**src/rtl/enc_pkg.sv**
```systemverilog
// Shared definitions for the quadrature encoder: Gray positions, move classification
// and the phase count that makes up one full detent.
package enc_pkg;

    typedef enum logic [1:0] {
        GRAY_DETENT = 2'b00,
        GRAY_Q1     = 2'b10,
        GRAY_Q2     = 2'b11,
        GRAY_Q3     = 2'b01
    } gray_t;

    typedef enum logic [1:0] {
        MOVE_NONE,
        MOVE_CW,
        MOVE_CCW,
        MOVE_ILLEGAL
    } move_t;

    localparam int PHASE_FULL = 4;

    // Position of a Gray code along the clockwise cycle 00->10->11->01.
    function automatic logic [1:0] gray_pos(input logic [1:0] g);
        case (g)
            GRAY_DETENT: gray_pos = 2'd0;
            GRAY_Q1:     gray_pos = 2'd1;
            GRAY_Q2:     gray_pos = 2'd2;
            default:     gray_pos = 2'd3;
        endcase
    endfunction

    function automatic move_t cw_move(input logic [1:0] prev, input logic [1:0] cur);
        logic [1:0] d;
        d = gray_pos(cur) - gray_pos(prev);
        case (d)
            2'd0:    cw_move = MOVE_NONE;
            2'd1:    cw_move = MOVE_CW;
            2'd3:    cw_move = MOVE_CCW;
            default: cw_move = MOVE_ILLEGAL;
        endcase
    endfunction

endpackage

```
**src/rtl/quad_phase.sv**
```systemverilog
// Tracks the previous {a,b} sample and the signed phase within a detent; emits
// combinational step_cw / step_ccw / illegal pulses for the current cycle.
module quad_phase
    import enc_pkg::*;
(
    input  logic clk,
    input  logic reset,
    input  logic a,
    input  logic b,
    output logic step_cw,
    output logic step_ccw,
    output logic illegal
);

    localparam logic signed [3:0] PHASE_POS = 4'(PHASE_FULL);
    localparam logic signed [3:0] PHASE_NEG = -PHASE_POS;

    logic [1:0]        prev_ab;
    logic              primed;
    logic signed [3:0] phase;
    logic signed [3:0] phase_next;
    logic [1:0]        cur_ab;
    move_t             move;

    assign cur_ab = {a, b};

    always_comb begin
        move       = primed ? cw_move(prev_ab, cur_ab) : MOVE_NONE;
        phase_next = phase;
        step_cw    = 1'b0;
        step_ccw   = 1'b0;
        illegal    = 1'b0;
        case (move)
            MOVE_CW:      phase_next = phase + 4'sd1;
            MOVE_CCW:     phase_next = phase - 4'sd1;
            MOVE_ILLEGAL: begin
                illegal    = 1'b1;
                phase_next = 4'sd0;
            end
            default: ;
        endcase
        // Arriving at the detent settles the detent: only a full +/-4 counts.
        if ((move == MOVE_CW || move == MOVE_CCW) && cur_ab == GRAY_DETENT) begin
            step_cw    = (phase_next == PHASE_POS);
            step_ccw   = (phase_next == PHASE_NEG);
            phase_next = 4'sd0;
        end
    end

    always_ff @(posedge clk) begin
        if (reset) begin
            prev_ab <= 2'b00;
            primed  <= 1'b0;
            phase   <= 4'sd0;
        end else begin
            prev_ab <= cur_ab;
            primed  <= 1'b1;
            phase   <= phase_next;
        end
    end

endmodule

```
**src/rtl/quad_encoder.sv**
```systemverilog
// Rotary-encoder setpoint counter with wrap or saturate arithmetic.
// Optional acceleration of repeated same-direction detents when ENC_ACCEL_EN is defined.
module quad_encoder
    import enc_pkg::*;
#(
    parameter int WIDTH        = 8,
    parameter int INIT         = 0,
    parameter int WRAP         = 1,
    parameter int ACCEL_WINDOW = 1000,
    parameter int ACCEL_STEP   = 4
)(
    input  logic             clk,
    input  logic             reset,
    input  logic             a,
    input  logic             b,
    output logic [WIDTH-1:0] value,
    output logic             step,
    output logic             dir,
    output logic             err
);

    logic             step_cw;
    logic             step_ccw;
    logic             illegal;
    logic             moved;
    logic [WIDTH:0]   step_mag;
    logic [WIDTH-1:0] value_next;

    quad_phase u_phase (
        .clk      (clk),
        .reset    (reset),
        .a        (a),
        .b        (b),
        .step_cw  (step_cw),
        .step_ccw (step_ccw),
        .illegal  (illegal)
    );

    assign moved = step_cw | step_ccw;

    function automatic logic [WIDTH-1:0] add_step(input logic [WIDTH-1:0] v, input logic [WIDTH:0] m);
        logic [WIDTH:0] s;
        s = {1'b0, v} + m;
        if (WRAP == 0 && s[WIDTH]) return '1;
        return s[WIDTH-1:0];
    endfunction

    function automatic logic [WIDTH-1:0] sub_step(input logic [WIDTH-1:0] v, input logic [WIDTH:0] m);
        logic [WIDTH:0] s;
        s = {1'b0, v} - m;
        if (WRAP == 0 && s[WIDTH]) return '0;
        return s[WIDTH-1:0];
    endfunction

`ifdef ENC_ACCEL_EN
    localparam int GAP_W = (ACCEL_WINDOW < 1) ? 1 : $clog2(ACCEL_WINDOW + 1);
    logic [GAP_W-1:0] gap;

    // Cycles since the last step, parked at the window so the first step is never fast.
    always_ff @(posedge clk) begin
        if (reset)
            gap <= GAP_W'(ACCEL_WINDOW);
        else if (moved)
            gap <= '0;
        else if (gap != GAP_W'(ACCEL_WINDOW))
            gap <= gap + 1'b1;
    end
`else
    logic accel_params_unused;
    assign accel_params_unused = ^{ACCEL_WINDOW, ACCEL_STEP};
`endif

    always_comb begin
        step_mag = (WIDTH+1)'(1);
`ifdef ENC_ACCEL_EN
        if (gap < GAP_W'(ACCEL_WINDOW) && step_cw == dir)
            step_mag = (WIDTH+1)'(ACCEL_STEP);
`endif
        value_next = step_cw ? add_step(value, step_mag) : sub_step(value, step_mag);
    end

    always_ff @(posedge clk) begin
        if (reset) begin
            value <= WIDTH'(INIT);
            step  <= 1'b0;
            dir   <= 1'b0;
            err   <= 1'b0;
        end else begin
            step <= moved;
            err  <= illegal;
            if (moved) begin
                value <= value_next;
                dir   <= step_cw;
            end
        end
    end

endmodule

```
**config.mk**
```make
export PLATFORM = sky130hd
export DESIGN_NAME = quad_encoder
export DESIGN_NICKNAME = d
export VERILOG_FILES = /design/src/rtl/enc_pkg.sv /design/src/rtl/quad_phase.sv /design/src/rtl/quad_encoder.sv
export SDC_FILE = /design/constraint.sdc
export NUM_CORES = 1
export LEC_CHECK = 0
export CAP_MARGIN = 10
export CELL_PAD_IN_SITES_DETAIL_PLACEMENT = 0
export CELL_PAD_IN_SITES_GLOBAL_PLACEMENT = 1
export CORE_ASPECT_RATIO = 0.9
export CORE_MARGIN = 2
export CORE_UTILIZATION = 43
export CTS_BUF_LIST = sky130_fd_sc_hd__clkbuf_4
export DETAILED_ROUTE_END_ITERATION = 10
export GPL_TIMING_DRIVEN = 0
export PLACE_DENSITY_LB_ADDON = 0.2
export SLEW_MARGIN = 20
export SYNTH_ARGS = -nofsm -noshare
export SYNTH_HDL_FRONTEND = slang
export SYNTH_HIERARCHICAL = 1
export SYNTH_SLANG_ARGS = --single-unit
export TNS_END_PERCENT = 100
```
**constraint.sdc**
```tcl
create_clock -name clk -period 8.4 [get_ports clk]
set_clock_uncertainty 0.05 [all_clocks]
set_input_delay 2.52 -clock clk [delete_from_list [all_inputs] [get_ports clk]]
set_output_delay 2.52 -clock clk [all_outputs]
set_load 0.005 [all_outputs]
```
Word level (Yosys, flattened, before mapping)
Cells that the tools add are included. Widths: inputs -> output; s select.

Register bits after elaboration: 18. Output and inout bits: 11. Logic and storage cells: 40.

$add $sub $neg: 5. Eq/ne operators: 11. Mux-type cells: 10. Bitwise operators: 1. Reduce and logical (&&, ||, !) cells: 6.

Operators with widths (count): $pmux 2 s3 (3); $eq 2x2->1 const B (7); $pmux 4 s3 (1); $add 8x1->8 const B (1); $mux 8 (1); $sub 8x1->8 const B (1); $logic_not 2->1 (3); $add 4x2->4 const B (1); $eq 2x1->1 const B (2); $eq 4x3->1 const B (1); $eq 4x4->1 const B (1); $mux 1 (4); $sub 4x2->4 const B (1); $mux 2 (1); $reduce_or 2->1 (1); $sub 2x2->2 (1); $logic_and 1x1->1 (1); $logic_or 1x1->1 (1); $or 1x1->1 (1).

Logic depth before layout (Yosys ltp)
Depth after elaboration: 11. Mapped depth: 22. Gate-level depth less buffers: 22.

By module
Netlist, hierarchy kept.

Modules (own cells, without submodules): quad_encoder (instances 1, cells each 76, area an instance 664.4 sq um, seq. area each 220.2 sq um); quad_phase (instances 1, cells each 70, area an instance 581.8 sq um, seq. area each 140.1 sq um).

Worst setup path after synthesis
No wires, ideal clock.

Path kind: input port to flip-flop. Start: in a. End: reg value[7]. Data arrival time: 6684 ps. Data required time: 8229 ps. Setup slack: 1545 ps. Cell stages on the path: 21. Cell sequence: inv_1 -> ha_1 -> inv_1 -> ha_1 -> inv_1 -> ha_1 -> inv_1 -> nand2_1 -> xnor2_1 -> ha_1 -> o31a_2 -> nor2b_2 -> xnor2_1 -> and3b_1 -> inv_1 -> ha_1 -> a211oi_2 -> nor3_1 -> or4_1 -> and3_1 -> mux2_4.

Longest elaborated chain between the ends: 11.

RTL lines: start: declaration (RTL line quad_encoder.sv:14) `input logic a,`; $eq 2x2->1 / $logic_not 2->1 (equally long branches) (RTL line enc_pkg.sv:23, quad_phase.sv:43); $pmux 2 s3 (RTL line enc_pkg.sv:23) `case (g)`; $sub 2x2->2 (RTL line enc_pkg.sv:33) `d = gray_pos(cur) - gray_pos(prev);`; $eq 2x2->1, or another cell as far along (RTL line enc_pkg.sv:34) `case (d)`; $pmux 2 s3 (RTL line enc_pkg.sv:34); $mux 2 (RTL line quad_phase.sv:28) `move = primed ? cw_move(prev_ab, cur_ab) : MOVE_NONE;`; $eq 2x2->1, or another cell as far along (RTL line quad_phase.sv:33) `case (move)`; $pmux 4 s3 / $logic_or 1x1->1 (equally long branches) (RTL line quad_phase.sv:33, quad_phase.sv:43); $eq 4x4->1 / $logic_and 1x1->1 (equally long branches) (RTL line quad_phase.sv:44, quad_phase.sv:43); $mux 1 (*) (RTL line quad_phase.sv:43) `if ((move == MOVE_CW || move == MOVE_CCW) && cur_ab == GRAY_DETENT) begin`; via step_cw (RTL line quad_encoder.sv:22) `logic step_cw;`; $mux 8 / $or 1x1->1 (equally long branches) (RTL line quad_encoder.sv:79, quad_encoder.sv:39); end signal: assignment (RTL line quad_encoder.sv:84) `value <= WIDTH'(INIT);`; end signal: assignment (RTL line quad_encoder.sv:92) `value <= value_next;`; end: declaration (RTL line quad_encoder.sv:16) `output logic [WIDTH-1:0] value,`.

Mark *: on every way through the listed nets, which the timed path passes. The rest lies on a longest branch. A chain may end at the register's enable or synchronous reset.

Final worst setup path
Same ends and word-level chain as after synthesis.

==> impl_metrics.toml <==
[sta]
setup_tns_ps = 0
slew_headroom_pct = 53.9
finalCritPeriodShare_pct = 89.0
period_minus_slack_ps = 7480
hold_viol = 0
worst_slew_pin_slew_ps = 685
slew_viol_final = 0
rsz0062_at_grt = "no"
fmax_mhz = 134
setup_violations = 0

[place]
place.gp.congestion = 0.750
hpwl_um = 1840
dpl.cell_count = 200
port_buffers = 14

[routing]
ant_nets = 0
post_drt_wl_per_cell_um = 11.6
routed_via_density = 5.23
drc = 0
vias = 1066
drt_first_pass_iters = 4
first_iter_violations = 24
drt_wl_total_um = 2380

[logic_synthesis]
avgSynthCellArea_um2 = 8.54
ys_top_cells_by_area = "dfxtp_1 (29%), ha_1 (15%), nor2_1 (5.7%), a21oi_1 (4.4%), xnor2_1 (4.2%)"
synth_seq_cells = 18
synth_fp_nets = 166
synth_edf_count = 0
yosysWarnings = 6
synthArstFlopShare_pct = 0
yosysTopAreaCell = "dfxtp_1"
synth.cell_area_um2 = 1250
ys.flop_type = "dfxtp_1"
seq_area_frac_synth_pct = 28.9
synthCells = 146
post-synth-top-area-fraction_pct = 28.9
synth_cell_types = 48

[layout]
final_common_cell = "nor2_1"
fill_cells = 290
final_cells = 204
num_antenna_cells = 0
seqCellArea_um2 = 360
multiInputGateArea_um2 = 833
utilization_pct = 53.2
drive_gt1_share_pct = 7.32
area_growth_pct = 17.4
most-common-layout-cells = "nor2_1 (19), dfxtp_1 (18), ha_1 (15)"
fin_nets = 185

[floorplan]
fp.dieArea_um2 = 3350
die_w_um = 60.7
design.core.area_um2 = 2750
ios = 15
row_count = 18
start_util_pct = 45.4
die_h_um = 55.1

[cts]
cts_max_level = 1
cts_resized = 0
numCtsBuffers = 3
cts_hold_buffers = 0
clock_latency_ps = 290
clock_path_buffers = 2
cts_root_buf = "clkbuf_4"
post-cts-setup-buffers = 0
cts_sinks = 18
cts_tree = "done"
clk_pin_slew_ps = 110

[setup_path]
critPathKind = "primary input to flop"
slowest_stage = "or4_1"
worst-path-max-fanout = 8
cp_top_family = "adder cells"
crit_chain = "clkdlybuf4s50_1, inv_1, ha_1, inv_1, ha_1, inv_1, ha_1, inv_1, nand2_1, xnor2_1, ha_1, o31a_2, nor2b_2, xnor2_1, and3b_1, inv_1, ha_1, a211oi_2, nor3_1, or4_1, and3_1, mux2_4"
crit_start = "a"
worst-path-stages = 22
r2r-start = "u_phase/prev_ab[1]"
arrival_ps = 7620
end_kind = "flop"
r2r_slack_ps = 3320
r2r_cells = 21
worstPathRequired_ps = 8550
endpoint = "value[7]"
crit_buf_inv = 6
cp-start-kind = "primary input"
r2r_end = "value[7]"
cpPeakStageDelay_ps = 500

[power_and_ir_drop]
sw_frac_of_total_pct = 33.5
power_switching_uw = 69.6
power_frac_seq_pct = 45.5
combPwrFrac_pct = 32.8
p_leak_uw = 0.000617
ir_drop_mv = 0.0995
power.internal_uw = 138
power_density_nw_per_um2 = 142
power_frac_clock_pct = 21.7

[global_routing]
grt_pass1_wl_um = 4060
first_global_vias = 990
grt_antenna_before_repair = 0
grt_max_degree = 11
grt_usage_pct = 16.5
grt-ovfl-total = 0

[run]
maxCapViolations = 0

[outcome]
status = "finished, final reports clean"

[min_path]
hp-class = "flop to flop"
-- cell usage after synthesis, drive strengths merged (2+ instances only) --
library cell / count
nand3: 2
or3: 2
clkbuf: 2
xnor2: 6
o21bai: 3
nor3b: 3
nor3: 3
nor4b: 3
a21oi: 11
o31ai: 2
nand2b: 2
o21ai: 5
inv: 12
ha: 15
nor2b: 3
nand2: 10
nor2: 20
a21o: 2
dfxtp: 18
a211oi: 2
-- sequential cells by signal, indices dropped and copies added, names as in the netlist --
name and flops:
value 8, u_phase/phase 4, u_phase/prev_ab 2, dir 1
err 1, step 1, u_phase/primed 1
-- cell families (layout without fill, tap and decap cells) --
logic type / count (synthesis) / count (layout) / synth area share, %
buf+inv: 14 / 32 / 4.22
compound gates: 33 / 33 / 18.0
fa+ha+maj: 16 / 16 / 16.7
flops: 18 / 18 / 28.9
xor+xnor: 7 / 7 / 4.92
mux: 2 / 2 / 2.01
simple gates: 56 / 56 / 25.3
-- power by group through the flow --
| stage | clock, µW | sequential (µW) | combinational [µW] |
|---|---|---|---|
| floorplan | 0 | 95.6 | 54.1 |
| global placement | 0 | 96.3 | 66.9 |
| detailed placement | 0 | 96.6 | 68.4 |
| CTS | 47.3 | 94.6 | 68.8 |
| global route | 50.2 | 95.4 | 78.1 |
| finish | 45.2 | 94.6 | 68.3 |
-- worst register-to-register path, cell delays in order (launching register included) --
cell and delay (ps):
dfxtp_1 360, inv_1 50, ha_1 270, inv_1 40, ha_1 300, inv_1 70, ha_1 390, inv_1 130
nand2_1 70, xnor2_1 120, ha_1 210, o31a_2 370, nor2b_2 130, xnor2_1 90, and3b_1 370, inv_1 230
ha_1 350, a211oi_2 310, nor3_1 110, or4_1 500, and3_1 190, mux2_4 290
-- area by class of cell --
| type | count | area share (%) |
|---|---|---|
| plain buffers | 2 | 0.513 |
| clock buffers | 3 | 1.54 |
| clock inverters | 1 | 0.257 |
| inverters | 12 | 3.08 |
| multi-input cells | 114 | 57.0 |
| flip-flops and latches | 18 | 24.6 |
| well taps | 40 | 3.42 |
| repair buffers | 14 | 9.58 |
-- worst min-delay path by stage --
stage                   from       end  slack [ps]  depth (start not counted)
finish                   dir       dir         430                          2
global route             dir       dir         450                          2
CTS                      dir       dir         430                          2
detailed placement       dir       dir         410                          2
global placement    value[3]  value[3]         410                          2
floorplan           value[3]  value[3]         410                          2
-- stage by stage --
step                      hold WS, ps  setup WS (ps)  area [µm²]  total power, µW
after floorplan                   415           1540        1250              150
after global routing              454            580        1460              224
after detailed placement          411            620        1440              165
final                             426            924        1460              208
after global placement            409            671        1440              163
after CTS                         428            933        1460              211
-- metal layers --
| layer | vias to the layer above | track usage, % | routed length, µm |
|---|---|---|---|
| met3 | 2 | 5.35 | 114 |
| met4 | 0 | 3.99 | 16 |
| met1 | 488 | 22.0 | 1230 |
| li1 | 555 | - | - |
| met5 | - | 0 | 0 |
| met2 | 21 | 25.8 | 1010 |
Power figures use the tool's default switching activity.
